### src/rtl/scroll_queue_pkg.sv
// Shared types and codes for the scrolling problem queue.
// Imported by the queue top and its problem buffer.
package scroll_pkg;

  typedef enum logic [1:0] {
    S_PRIME,
    S_IDLE,
    S_SCROLL
  } state_t;

  localparam logic [3:0] BLANK_NIB = 4'hd;
  localparam logic [3:0] RESET_NIB = 4'hf;

  localparam int PKG_DIGITS = 6;

  typedef logic [PKG_DIGITS*4-1:0] row_t;

endpackage

### src/rtl/scroll_queue_problem_buffer.sv
// One-entry valid/ready holding register for incoming problems.
// Ready only while empty, so accept and consume never coincide.
module problem_buffer
  import scroll_pkg::*;
#(
  parameter int DW = PKG_DIGITS*4
) (
  input  logic          clk,
  input  logic          rst_n,
  input  logic          in_valid,
  input  logic [DW-1:0] in_data,
  output logic          in_ready,
  input  logic          consume,
  output logic          out_valid,
  output logic [DW-1:0] out_data
);

  logic          valid_q, valid_d;
  logic [DW-1:0] data_q, data_d;

  assign in_ready  = !valid_q;
  assign out_valid = valid_q;
  assign out_data  = data_q;

  always_comb begin
    valid_d = valid_q;
    data_d  = data_q;
    if (in_valid && !valid_q) begin
      valid_d = 1'b1;
      data_d  = in_data;
    end else if (consume) begin
      valid_d = 1'b0;
    end
  end

  always_ff @(posedge clk or negedge rst_n) begin
    if (!rst_n) begin
      valid_q <= 1'b0;
      data_q  <= '0;
    end else begin
      valid_q <= valid_d;
      data_q  <= data_d;
    end
  end

endmodule

### src/rtl/scroll_queue.sv
// Queue of digit rows scrolled upward one pixel step per frame,
// with answer checking on the active row and a saturating score.
module scroll_queue
  import scroll_pkg::*;
#(
  parameter int         ROWS        = 4,
  parameter int         DIGITS      = 6,
  parameter int         ACTIVE_ROW  = 2,
  parameter int         ANS_NIBBLE  = 0,
  parameter int         ROW_HEIGHT  = 150,
  parameter int         SCROLL_STEP = 3,
  parameter int         SCORE_W     = 8,
  parameter logic [3:0] BLANK       = BLANK_NIB,
  parameter logic [3:0] RESET_FILL  = RESET_NIB
) (
  input  logic                     i_clk,
  input  logic                     i_rst_n,
  input  logic                     i_frame_tick,
  input  logic                     i_problem_valid,
  input  logic [DIGITS*4-1:0]      i_problem,
  output logic                     o_problem_ready,
  input  logic                     i_answer_valid,
  input  logic [3:0]               i_answer_digit,
  output logic                     o_answer_ready,
  output logic [ROWS*DIGITS*4-1:0] o_rows,
  output logic [ROWS-1:0]          o_mark,
  output logic [ROWS-1:0]          o_marked,
  output logic [10:0]              o_displacement,
  output logic [SCORE_W-1:0]       o_score,
  output logic                     o_busy
);

  localparam int DW = DIGITS*4;
  localparam int PW = (ROWS > 2) ? $clog2(ROWS) : 1;
  localparam logic [DW-1:0] RESET_ROW = {DIGITS{RESET_FILL}};
  localparam logic [DW-1:0] BLANK_ROW = {DIGITS{BLANK}};
  localparam logic [PW-1:0] PRIME_START = PW'(ACTIVE_ROW);

  state_t               state_q, state_d;
  logic [PW-1:0]        prime_idx_q, prime_idx_d;
  logic [DW-1:0]        rows_q [ROWS];
  logic [DW-1:0]        rows_d [ROWS];
  logic [ROWS-1:0]      mark_q, mark_d;
  logic [ROWS-1:0]      marked_q, marked_d;
  logic [10:0]          disp_q, disp_d;
  logic [SCORE_W-1:0]   score_q, score_d;

  logic                 buf_valid;
  logic [DW-1:0]        buf_data;
  logic                 consume;
  logic                 ans_take;
  logic                 match;
  logic [3:0]           exp_nib;
  logic [11:0]          disp_sum;

  problem_buffer #(
    .DW (DW)
  ) u_buf (
    .clk       (i_clk),
    .rst_n     (i_rst_n),
    .in_valid  (i_problem_valid),
    .in_data   (i_problem),
    .in_ready  (o_problem_ready),
    .consume   (consume),
    .out_valid (buf_valid),
    .out_data  (buf_data)
  );

  assign o_answer_ready = (state_q == S_IDLE) && buf_valid;
  assign ans_take       = o_answer_ready && i_answer_valid;
  assign exp_nib        = rows_q[ACTIVE_ROW][ANS_NIBBLE*4 +: 4];
  assign match          = (i_answer_digit == exp_nib);
  assign disp_sum       = {1'b0, disp_q} + 12'(SCROLL_STEP);

  always_comb begin
    state_d     = state_q;
    prime_idx_d = prime_idx_q;
    rows_d      = rows_q;
    mark_d      = mark_q;
    marked_d    = marked_q;
    disp_d      = disp_q;
    score_d     = score_q;
    consume     = 1'b0;
    unique case (state_q)
      S_PRIME: begin
        if (buf_valid) begin
          rows_d[prime_idx_q] = buf_data;
          consume             = 1'b1;
          if (prime_idx_q == PW'(1)) begin
            state_d = S_IDLE;
          end else begin
            prime_idx_d = prime_idx_q - PW'(1);
          end
        end
      end
      S_IDLE: begin
        if (ans_take) begin
          rows_d[ACTIVE_ROW][ANS_NIBBLE*4 +: 4] = i_answer_digit;
          mark_d[ACTIVE_ROW]   = match;
          marked_d[ACTIVE_ROW] = 1'b1;
          rows_d[0]            = buf_data;
          consume              = 1'b1;
          if (match && (score_q != {SCORE_W{1'b1}})) begin
            score_d = score_q + SCORE_W'(1);
          end
          state_d = S_SCROLL;
        end
      end
      S_SCROLL: begin
        if (i_frame_tick) begin
          if (disp_sum >= 12'(ROW_HEIGHT)) begin
            for (int r = ROWS-1; r > 0; r--) begin
              rows_d[r] = rows_q[r-1];
            end
            rows_d[0] = BLANK_ROW;
            mark_d    = {mark_q[ROWS-2:0], 1'b0};
            marked_d  = {marked_q[ROWS-2:0], 1'b0};
            disp_d    = '0;
            state_d   = S_IDLE;
          end else begin
            disp_d = disp_sum[10:0];
          end
        end
      end
      default: state_d = S_PRIME;
    endcase
  end

  always_ff @(posedge i_clk or negedge i_rst_n) begin
    if (!i_rst_n) begin
      state_q     <= S_PRIME;
      prime_idx_q <= PRIME_START;
      for (int r = 0; r < ROWS; r++) begin
        rows_q[r] <= RESET_ROW;
      end
      mark_q      <= '0;
      marked_q    <= '0;
      disp_q      <= '0;
      score_q     <= '0;
    end else begin
      state_q     <= state_d;
      prime_idx_q <= prime_idx_d;
      rows_q      <= rows_d;
      mark_q      <= mark_d;
      marked_q    <= marked_d;
      disp_q      <= disp_d;
      score_q     <= score_d;
    end
  end

  for (genvar g = 0; g < ROWS; g++) begin : g_rows
    assign o_rows[g*DW +: DW] = rows_q[g];
  end

  assign o_mark         = mark_q;
  assign o_marked       = marked_q;
  assign o_displacement = disp_q;
  assign o_score        = score_q;
  assign o_busy         = (state_q != S_IDLE);

endmodule
### config.mk
export PLATFORM = sky130hd
export DESIGN_NAME = scroll_queue
export DESIGN_NICKNAME = d
export VERILOG_FILES = /design/src/rtl/scroll_queue_pkg.sv /design/src/rtl/scroll_queue_problem_buffer.sv /design/src/rtl/scroll_queue.sv
export SDC_FILE = /design/constraint.sdc
export NUM_CORES = 1
export LEC_CHECK = 0
export CAP_MARGIN = 20
export CORE_MARGIN = 10
export CORE_UTILIZATION = 51
export CTS_CLUSTER_DIAMETER = 200
export DETAILED_ROUTE_END_ITERATION = 6
export GPL_ROUTABILITY_DRIVEN = 1
export PLACE_DENSITY_LB_ADDON = 0.2
export RECOVER_POWER = 100
export SYNTH_ARGS = -nofsm -noshare
export SYNTH_HDL_FRONTEND = slang
export SYNTH_HIERARCHICAL = 1
export SYNTH_SLANG_ARGS = --single-unit
### constraint.sdc
create_clock -name i_clk -period 3.1 [get_ports i_clk]
set_input_delay 0.775 -clock i_clk [delete_from_list [all_inputs] [get_ports i_clk]]
set_output_delay 0.775 -clock i_clk [all_outputs]
set_load 0.02 [all_outputs]
==> impl_metrics.csv <==
group,metric,value,unit
sta,maxSlewHeadroom,-22.9,%
global_route,grt_max_degree,75,
logic_synthesis,ys_ff_latch,148,
clock_tree,clock_latency,0.42,ns
placement,gp_congestion,0.838,
min_path,holdPathEnd,"o_score[5]",
sta,report.final.slew_viol_count,75,
placement,dp_cells,894,
sta,timing.hold.ws,0.497,ns
route,viasPerCell,5.82,
sta,max_freq,336,MHz
sta,finalSetupViolCount,0,
min_path,worstHoldStart,"o_score[5]",
status,status,"complete, but fails checks",
route,drcViolationCount,0,
logic_synthesis,synth-edff-count,0,
finish,layout.nets,782,
floorplanning,rows,42,
route,wl,19.4,mm
clock_tree,clock_sinks,148,
logic_synthesis,ys_types,53,
critical_path,setup.worst_path.end_class,"primary output",
clock_tree,tritoncts,"built",
finish,n_fill_cell,1001,
logic_synthesis,ys.flop_type,"dfstp_2",
critical_path,critical_path_class,"reg2out",
sta,rsz0062_at_grt,"false",
placement,dp_hpwl,13.1,mm
logic_synthesis,avgSynthCellArea,12.0,sq um
status,failed_checks,"capacitance limit, slew limit",
finish,regArea,3820,sq um
sta,tightest_slew,1.84,ns
global_route,grt_pass1_vias,5565,
sta,period_minus_slack,2.98,ns
logic_synthesis,synthArstFlopShare,100,%
clock_tree,root_buffer,"clkbuf_16",
logic_synthesis,syn_area,7000,sq um
critical_path,reg2reg_slack,0.23,ns
logic_synthesis,synth_cells,583,
power,p_leak,3.63,nW
route,ant_nets,0,
sta,fin_tns_setup,0,ns
global_route,overflow,0,
global_route,antenna_found_initial,0,
critical_path,cp.arrival,2.20,ns
critical_path,r2r_end,"o_rows[34]",
critical_path,rr_startpoint,"o_displacement[1]",
power,ir_worst_vdd,0.573,mV
finish,area_growth_syn_to_layout,32.0,%
floorplanning,die_area,18800,sq um
critical_path,r2r_cells,10,
clock_tree,cts_made_buffers,17,
critical_path,critPathRequiredTime,2.32,ns
finish,drive_gt1_share,22.4,%
clock_tree,clk_pin_slew,0.06,ns
min_path,holdPathStages,1,
logic_synthesis,ys.warnings.count,6,
global_route,grt_pass1_wl,30.6,mm
clock_tree,clockBufferDepth,2,
clock_tree,hold_buffers,0,
sta,final.setup_skew,0.0113,ns
floorplanning,ioPinCount,159,
power,p_per_area,1210,nW/um^2
sta,fin_crit_sh,96.0,%
critical_path,crit_fanout,11,
placement,portBuffers,154,
min_path,hp-class,"reg2reg",
run,cap_violations,1,
floorplanning,core,13300,sq um
logic_synthesis,ys_seq_area_share,54.7,%
route,vias,5396,
finish,instances_no_fill,927,
route,drt_pass1_iterations,5,
floorplanning,start_util,52.4,%
floorplanning,die_w,137,um
route,drt_iter0_markers,263,
route,wire_per_inst,20.9,um
floorplanning,fp.dieH,137,um
finish,diodes,0,
critical_path,start_kind,"register",
clock_tree,cts.htree.levels,4,
sta,final_hold_viol_count,0,
global_route,grt_usage,20.7,%
finish,multiInputGateArea,2880,sq um
-- routing by layer --
metal	vias to the layer above	share of wire (%)	GRT usage [%]	wire, um
li1	2453	-	-	-
met1	2734	41	24.8	7990
met2	183	50	35.1	9640
met3	26	7.6	6.34	1470
met4	0	1.5	6.03	284
met5	-	0	0	0
-- state kept, by name, indices dropped and copies added, names as in the netlist --
register	cells
o_rows	96
prime_idx_q	2
o_displacement	11
o_mark	2
state_q	2
o_score	8
u_buf/out_valid	1
u_buf/out_data	24
o_marked	2
-- worst max path at each step --
stage | startpoint | end | slack, ns | cells past startpoint
2_1_floorplan | o_displacement[0] | o_rows[27] | 0.49 | 11
3_3_place_gp | i_answer_valid | o_rows[4] | 0.16 | 7
3_5_place_dp | i_answer_valid | o_rows[7] | 0.08 | 7
4_1_cts | o_displacement[1] | o_rows[46] | 0.04 | 9
5_1_grt | state_q[1] | o_answer_ready | 0.03 | 4
6_report | state_q[1] | o_answer_ready | 0.12 | 4
-- cells in the mapped netlist (all sizes together), types with 3 or more instances --
library cell   n  area (sq um)
a211o          6          52.6
a21o           3          22.5
a21oi          7          35.0
a221o          6          60.1
a22oi          4          30.0
a2bb2oi       19           166
and2           4          25.0
buf           20           148
clkbuf        19          71.3
dfrtp         51          1280
dfstp         97          2550
ha            11           138
inv           11          41.3
mux2          27           375
nand2         63           236
nand3          3          15.0
nand4          5          31.3
nor2          23          98.8
nor2b          3          18.8
nor3b          4          30.0
o21a          69           518
o21ai         16          80.1
o22a          68           596
o31ai          5          37.5
xnor2         11          96.3
xor2           7          61.3
-- per-stage QoR --
| stage | utilization, % | worst slack [ns] | total power [mW] | cell area [sq um] |
|---|---|---|---|---|
| after global placement | 65.3 | 0.157 | 9.30 | 8720 |
| after global routing | 69.2 | 0.0344 | 11.8 | 9240 |
| final | 69.2 | 0.124 | 11.2 | 9240 |
| after CTS | 69.9 | 0.0421 | 11.7 | 9330 |
| after detailed placement | 65.3 | 0.0769 | 9.50 | 8720 |
| after floorplan | - | 0.491 | 7.23 | 7010 |
-- cells in the final DEF (no fill, tap or decap), types with 3 or more instances in the layout --
cell / netlist / final
a211o_1: 6 / 5
a21o_1: 3 / 3
a21oi_1: 7 / 7
a221o_1: 6 / 6
a22oi_1: 4 / 4
a2bb2oi_1: 19 / 19
buf_4: 7 / 7
bufinv_16: 0 / 3
clkbuf_1: 19 / 6
clkbuf_16: 0 / 17
clkbuf_2: 0 / 5
clkbuf_8: 0 / 3
clkdlybuf4s50_1: 0 / 30
clkinv_2: 0 / 5
conb_1: 1 / 4
dfrtp_1: 51 / 51
dfstp_2: 97 / 97
dlygate4sd3_1: 0 / 123
ha_1: 11 / 10
inv_1: 11 / 11
mux2_1: 0 / 16
mux2_2: 8 / 8
mux2_4: 19 / 3
nand2_1: 63 / 63
nand3_1: 3 / 3
nand4_1: 5 / 5
nor2_1: 20 / 16
nor2_2: 2 / 5
nor2b_1: 3 / 3
nor3b_1: 4 / 4
o21a_1: 69 / 69
o21ai_0: 8 / 8
o21ai_1: 8 / 8
o22a_1: 68 / 68
o31ai_1: 5 / 5
xnor2_1: 11 / 11
xor2_1: 7 / 7
-- layout make-up --
cell class              count  area share, %
clock buffers              22           5.13
clock inverters            10           1.41
multi-input cells         388           31.2
well taps                 176           2.38
flip-flops and latches    148           41.4
repair buffers            172           18.0
inverters                  11          0.447
-- worst max-delay path, cell delays in order (launching register included) --
cell and delay (ns):
dfrtp_1 0.40, inv_1 0.11, ha_2 0.33, and2_0 0.24, dlygate4sd3_1 0.70
-- what timing repair did --
item,4_1_cts,5_1_grt
resized for setup,0,3
setup endpoints to repair,0,25
buffers inserted,0,0
-- cells by family after synthesis --
logic type | count (synthesis) | synth area share, %
other cells | 1 | 0.0536
simple gates | 113 | 7.33
flops | 148 | 54.7
buf+inv | 50 | 3.72
xor+xnor | 18 | 2.25
fa+ha+maj | 11 | 1.97
mux | 27 | 5.36
compound gates | 215 | 24.6
-- report_power, final --
part | leakage [nW] | internal, mW | total (mW) | switching (mW)
logic | 1.67 | 2.27 | 4.99 | 2.72
registers | 1.65 | 3.24 | 4.12 | 0.873
clock network | 0.304 | 1.32 | 2.10 | 0.778
total | 3.63 | 6.84 | 11.2 | 4.37
(Power assumes the default switching activity.)
